$ cat src/rtl/pu_fifo_mc.sv
// pu_fifo_mc: multi-channel circular FIFO with a zero-latency pop path and sticky error flags.
// Each channel has its own pointers and occupancy count; storage is not reset.
module pu_fifo_mc #(
   parameter int DATA_WIDTH = 32,
   parameter int ATTR_WIDTH = 4,
   parameter int FIFO_SIZE  = 8,
   parameter int CHANNELS   = 2,
   localparam int ADDR_WIDTH = $clog2(FIFO_SIZE),
   localparam int CH_WIDTH   = CHANNELS > 1 ? $clog2(CHANNELS) : 1
) (
   input  logic                  clk,
   input  logic                  rst,
   input  logic [DATA_WIDTH-1:0] data_in,
   input  logic [ATTR_WIDTH-1:0] attr_in,
   input  logic                  signal_wr,
   input  logic [CH_WIDTH-1:0]   signal_wr_ch,
   input  logic                  signal_oe,
   input  logic [CH_WIDTH-1:0]   signal_oe_ch,
   output logic [DATA_WIDTH-1:0] data_out,
   output logic [ATTR_WIDTH-1:0] attr_out,
   output logic [CHANNELS-1:0]   full,
   output logic [CHANNELS-1:0]   empty,
   output logic                  err_overflow,
   output logic                  err_underflow
);
   localparam int W  = ATTR_WIDTH + DATA_WIDTH;
   localparam int CW = $clog2(FIFO_SIZE + 1);

   logic [W-1:0]          mem    [CHANNELS][FIFO_SIZE];
   logic [ADDR_WIDTH-1:0] wr_ptr [CHANNELS];
   logic [ADDR_WIDTH-1:0] rd_ptr [CHANNELS];
   logic [CW-1:0]         count  [CHANNELS];
   logic [CHANNELS-1:0]   rd_hit, wr_hit, do_rd, do_wr;
   logic [W-1:0]          word;
   logic                  overflow, underflow;

   function automatic logic [ADDR_WIDTH-1:0] nxt(input logic [ADDR_WIDTH-1:0] p);
      return p == ADDR_WIDTH'(FIFO_SIZE - 1) ? '0 : p + 1'b1;
   endfunction

   always_comb begin
      full  = '0;
      empty = '0;
      for (int i = 0; i < CHANNELS; i++) begin
         empty[i] = count[i] == '0;
         full[i]  = count[i] == CW'(FIFO_SIZE);
      end
   end

   // Channel codes with no matching channel hit nothing, so they are ignored and read as empty.
   always_comb begin
      rd_hit = '0;
      wr_hit = '0;
      do_rd  = '0;
      do_wr  = '0;
      word   = '0;
      for (int i = 0; i < CHANNELS; i++) begin
         rd_hit[i] = signal_oe && signal_oe_ch == CH_WIDTH'(i);
         wr_hit[i] = signal_wr && signal_wr_ch == CH_WIDTH'(i);
         do_rd[i]  = rd_hit[i] && !empty[i];
         do_wr[i]  = wr_hit[i] && (!full[i] || do_rd[i]);
         word      = do_rd[i] ? mem[i][rd_ptr[i]] : word;
      end
      underflow = signal_oe && !(|do_rd);
      overflow  = |(wr_hit & ~do_wr);
   end

   assign data_out = word[DATA_WIDTH-1:0];
   assign attr_out = underflow ? ATTR_WIDTH'(1) : word[W-1:DATA_WIDTH];

   always_ff @(posedge clk)
      for (int i = 0; i < CHANNELS; i++)
         if (do_wr[i]) mem[i][wr_ptr[i]] <= {attr_in, data_in};

   always_ff @(posedge clk or posedge rst)
      if (rst) begin
         for (int i = 0; i < CHANNELS; i++) begin
            wr_ptr[i] <= '0;
            rd_ptr[i] <= '0;
            count[i]  <= '0;
         end
         err_overflow  <= 1'b0;
         err_underflow <= 1'b0;
      end else begin
         for (int i = 0; i < CHANNELS; i++) begin
            wr_ptr[i] <= do_wr[i] ? nxt(wr_ptr[i]) : wr_ptr[i];
            rd_ptr[i] <= do_rd[i] ? nxt(rd_ptr[i]) : rd_ptr[i];
            count[i]  <= count[i] + CW'(do_wr[i]) - CW'(do_rd[i]);
         end
         err_overflow  <= err_overflow | overflow;
         err_underflow <= err_underflow | underflow;
      end
endmodule

$ cat config.mk
export PLATFORM = sky130hd
export DESIGN_NAME = pu_fifo_mc
export DESIGN_NICKNAME = d
export VERILOG_FILES = /design/src/rtl/pu_fifo_mc.sv
export SDC_FILE = /design/constraint.sdc
export NUM_CORES = 1
export LEC_CHECK = 0
export CAP_MARGIN = 20
export CELL_PAD_IN_SITES_DETAIL_PLACEMENT = 0
export CELL_PAD_IN_SITES_GLOBAL_PLACEMENT = 1
export CORE_ASPECT_RATIO = 1.25
export CORE_UTILIZATION = 25
export CTS_CLUSTER_DIAMETER = 150
export DETAILED_ROUTE_END_ITERATION = 10
export MAX_ROUTING_LAYER = met4
export PLACE_DENSITY = 0.54
export SYNTH_ARGS = -nofsm -noshare
export SYNTH_HDL_FRONTEND = slang
export SYNTH_SLANG_ARGS = --single-unit
$ cat constraint.sdc
create_clock -name clk -period 7.99 [get_ports clk]
set_input_delay 1.1985 -clock clk [delete_from_list [all_inputs] [get_ports clk]]
set_output_delay 1.1985 -clock clk [all_outputs]
set_load 0.02 [all_outputs]
# Word-level counts from Yosys, hierarchy flattened
# Memory sizes are Yosys's and may differ from the RTL's.
# Cells that the tools add are included.
[op_classes]
bitwise = 10
magnitude_cmp = 6
n_reduce_logical = 23
n_eq_ne = 6
addsub = 8
muxes = 24
[ops]
columns = ["cell", "count"]
rows = [
  ["288-bit two-way mux", 4],
  ["36-bit two-way mux", 8],
  ["288-bit OR reduction", 1],
  ["36-bit binary-select mux with 3-bit select", 2],
  ["36-bit demux with 3-bit select", 2],
  ["4-bit greater-or-equal comparator, second input constant", 4],
  ["3-bit NOT with 4-bit output", 4],
  ["3-bit by 1-bit adder with 3-bit output, second input constant", 4],
  ["3-bit equality test, second input constant", 4],
  ["3-bit two-way mux", 4],
  ["1-bit logical AND", 11],
  ["4-bit by 1-bit adder with 4-bit output", 2],
  ["4-bit equality test, second input constant", 2],
  ["4-bit zero test", 2],
  ["4-bit by 1-bit < comparator with 1-bit output, second input constant", 2],
  ["4-bit by 1-bit subtractor with 4-bit output", 2],
  ["1-bit zero test", 5],
  ["4-bit two-way mux", 1],
  ["2-bit OR reduction", 2],
  ["1-bit two-way mux", 3],
  ["2-bit bitwise AND", 1],
  ["1-bit logical OR", 2],
  ["1-bit NOT", 2],
  ["2-bit NOT", 1],
  ["1-bit OR", 2],
]
[totals]
memories = 1
elab_cells = 86
out_inout_bits = 42
reg_bits = 22
ramBits = 576
input_bits = 42
[memory_table]
columns = ["name", "depth", "width", "rd", "rd_ports_with_merged_regs", "wr", "line", "text"]
rows = [
  ["mem", 2, 288, 2, 0, 1, "29", "logic [W-1:0] mem [CHANNELS][FIFO_SIZE];"],
]

# Longest topological paths before layout
[depth]
depth_word = 9
ltp_mapped = 13
depth_no_buf = 11

# Least setup slack after synthesis
# No wires, ideal clock.
[synth_timing]
path_kind = "input to register"
start = "input signal_oe"
end = "memory mem[0][396] (netlist name), enable pin"
path_slack_ns = 1.954
required_time_ns = 7.458
setup_time_ns = 0.532
path_stages = 4
arrival_time_ns = 5.504
n_path_buf = 0
path_cell_list = "nand2_1 -> o21ai_0 -> nand3_2 -> nor4b_1"
[synth_between]
elab_chain_len = 8
elab_cells_between_ends = 15
classes_between = "6 x mux; 9 x reduce/logical"
[synth_lines]
columns = ["element", "line", "text"]
rows = [
  ["from (decl)", "17", "input logic signal_oe,"],
  ["1-bit logical AND", "58", "rd_hit[i] = signal_oe && signal_oe_ch == CH_WIDTH'(i);"],
  ["1-bit logical AND", "60", "do_rd[i] = rd_hit[i] && !empty[i];"],
  ["1-bit logical OR", "61", "do_wr[i] = wr_hit[i] && (!full[i] || do_rd[i]);"],
  ["1-bit logical AND", "61", ""],
  ["1-bit two-way mux", "73", "if (do_wr[i]) mem[i][wr_ptr[i]] <= {attr_in, data_in};"],
  ["288-bit two-way mux (not written as such)", "73", ""],
  ["288-bit OR reduction (no source line)", "n/a", ""],
  ["1-bit two-way mux (no source line) / 288-bit two-way mux (equally long branches)", "n/a", ""],
  ["to (decl)", "29", ""],
]
# Several ways; a longest one is shown, not always the timed one.

# Final worst setup path
[layout_timing]
start = "input signal_oe"
end = "output attr_out[0]"
[layout_between]
elab_chain_len = 6
elab_cells_between_ends = 10
classes_between = "3 x mux; 7 x reduce/logical"
[layout_lines]
columns = ["element", "line", "text"]
rows = [
  ["1-bit logical AND", "58", ""],
  ["1-bit logical AND", "60", ""],
  ["2-bit OR reduction", "64", "underflow = signal_oe && !(|do_rd);"],
  ["1-bit zero test", "64", ""],
  ["1-bit logical AND", "64", ""],
  ["4-bit two-way mux (*)", "69", "assign attr_out = underflow ? ATTR_WIDTH'(1) : word[W-1:DATA_WIDTH];"],
  ["to (decl)", "20", "output logic [ATTR_WIDTH-1:0] attr_out,"],
]
# Every way passes the cells marked *; elsewhere a longest branch is shown, timed or not.

==> summary.txt <==
Status: finished with violations
Violated checks: DRC
Synth top cells by count: edfxtp_1, mux4_2, mux2i_1, o22ai_1, dfrtp_1
Hold WC Path Type: reg2reg
Pleak: 8.540 nW
Height of the die: 342.0 um
Avg Vias per Cell: 4.368
Sequential-to-total area share from yosys stat: 77.17%
Maximum clock rate: 194.2 MHz
Syn Nets: 1075
Mapped cell area: 0.02313 mm2
Num rows: 124
Slew margin rel.: 33.16%
Final antenna-violating net count: 0
Crit Path Max Fanout: 23
Share of the synthesized area in the top cell type: 74.79%
Chip width: 274.0 um
Largest buffer count on any clock path: 3
Post-CTS Resized: 0
DP Area: 0.02552 mm2
GR Util All Layers: 12.36%
Ys Warns: 0
Number of global-route vias before repair: 11310
GR Overflow Total: 0
CTS Root Cell: clkbuf_16
Ys async rst share: 3.679%
Period utilization: 64.44%
Initial antenna violation count: 3
Setup crit end kind: output pin
Main synth FF type: edfxtp_1
Core ar.: 0.09154 mm2
Power Total: 9.133 mW
RSZ-0062 raised after global routing: no
Mapped Cells: 1012
Post-place setup slack: 2.649 ns
Fin util: 30.00%
Via count: 10420
# IOs: 84
Final Setup Violations: 0
Avg Synthesized Cell Area: 22.85 um2
Final hold vios: 0
Initial DRT Pass Iterations: 8
Worst Tran Pin Value: 1.003 ns
Most frequent CP cell: clkdlybuf4s50_1
Post-synth top area cell: edfxtp_1
Top cells by area, synth: edfxtp_1, mux4_2, mux2i_1
CP required: 6.79 ns
Critical Path Max Stage Delay: 0.72 ns
Critical-path top delay cell: or3b_2
Placed cells: 2271
WL/cell: 23.27 um
I/O Buffers: 83
Worst Path Arrival: 3.95 ns
Maximum Capacitance Violations: 0
CP top delay family: buffers and inverters
Worst-path cell chain: clkdlybuf4s50_1, or3b_2, buf_4, nand3_1, o211ai_1, clkdlybuf4s50_1
Filler Cell Count: 8867
CTS Hold Bufs: 0
Fin crit period: 5.149 ns
Drc violations: 20
H-tree depth: 2
RePlAce Congestion: 0.6860
Reg clk slew, reported paths: 0.06 ns
Starting Density: 25.26%
Die ar.: 0.09373 mm2
CTS tree: done
Clk_lat worst skew: 0.63 ns
Initial DRC count: 680
TNS Setup: 0 ns
TritonCTS Buffers: 61
Hpwl dp: 30180 um
Non-Filler Instances: 2386
Clk_skew: 0.02345 ns
PnR worst setup slack: 2.841 ns
Buf+Inv Stages, Crit Path: 3
Count leader, synth: edfxtp_1
Layout area overhead: 18.76%
Largest net degree at the start of global routing: 59
Post-CTS Setup Repair Bufs: 0
Finished layout cell area: 0.02746 mm2
Kind of critical path: in2out
Nets@finish: 1201
Sequential cell area: 0.01786 mm2
Clock sink count: 598
Multi-input gate area: 0.005052 mm2
Share of cells above drive strength 1: 24.52%
Worst setup SP type: input pin
Max-slew violation count: 0
Max IR drop VDD: 0.0002083 V
Min Hold Slack: 0.4776 ns
Post-synthesis cell type count: 35
Final wirelength: 55520 um
EDFF count, synth: 576
Power density over the cells: 332.5 mW/mm2
#FFs+latches synth: 598
First-pass GRT wire length: 80450 um
[flip-flops by register name, summed over array words and instances (netlist names)]
signal	count
err_overflow	1
err_underflow	1
wr_ptr	6
mem	576
count	8
rd_ptr	6
[power by group]
group	switching (mW)	internal [mW]
logic	1.28	1.14
registers	0.248	3.74
clock network	1.18	1.55
[path summary, 6_finish.rpt]
kind                            slack [ns]            to  cells past startpoint         start
worst max-delay path                  2.84   attr_out[0]                      6     signal_oe
worst min-delay path                  0.48  err_overflow                      1  err_overflow
worst max register to register        4.59   mem[0][176]                      7      count[6]
worst min register to register        0.48  err_overflow                      1  err_overflow
max in group asynchronous             6.83     rd_ptr[1]                      3           rst
min in group asynchronous             0.79  err_overflow                      2           rst
[cell families (layout without fill, tap and decap cells)]
family	Yosys count	in the layout	synth area share, %
other	0	2	0
multiplexers	223	223	17.49
XOR/XNOR	4	4	0.1515
buffers and inverters	66	241	1.391
flip-flops	598	598	77.17
adder cells (fa/ha/maj)	21	21	1.201
AND/OR/NAND/NOR	51	51	1.234
AO/OA/AOI/OAI	49	49	1.363
[cells in the final DEF (no fill, tap or decap), types with 8 or more instances in the layout]
cell / count
inv_1: 16
nand2_1: 13
clkinv_2: 8
clkbuf_16: 62
mux2_2: 8
o22ai_1: 35
mux4_2: 144
clkbuf_1: 16
edfxtp_1: 576
clkdlybuf4s50_1: 83
ha_1: 19
dfrtp_1: 16
mux2i_1: 71
clkinv_1: 15
buf_4: 29
[routing by layer]
layer | wire length [um] | global-route usage, % | up-vias
li1 | - | - | 4524
met3 | 1834 | 2.095 | 61
met2 | 29670 | 21.74 | 176
met5 | 0 | - | -
met1 | 22970 | 14.64 | 5660
met4 | 1047 | 2.905 | 0
[final cells by class]
type                    count  share of cell area, %
well taps                1197                  5.453
multi-input cells         348                  18.40
inverters                  16                 0.2187
clock inverters            34                  1.080
flip-flops and latches    598                  65.05
clock buffers              78                  5.868
repair buffers            113                  3.918
diodes                      2                0.01822
[worst reg2reg max path: stages, from the launching register on]
cell and delay, ns:
dfrtp_1 0.33, inv_1 0.07, ha_1 0.19, nor3b_2 0.18, nor3b_2 0.57, o211ai_1 0.47, nor2_4 0.68, buf_4 0.54
Power figures use the tool's default switching activity.
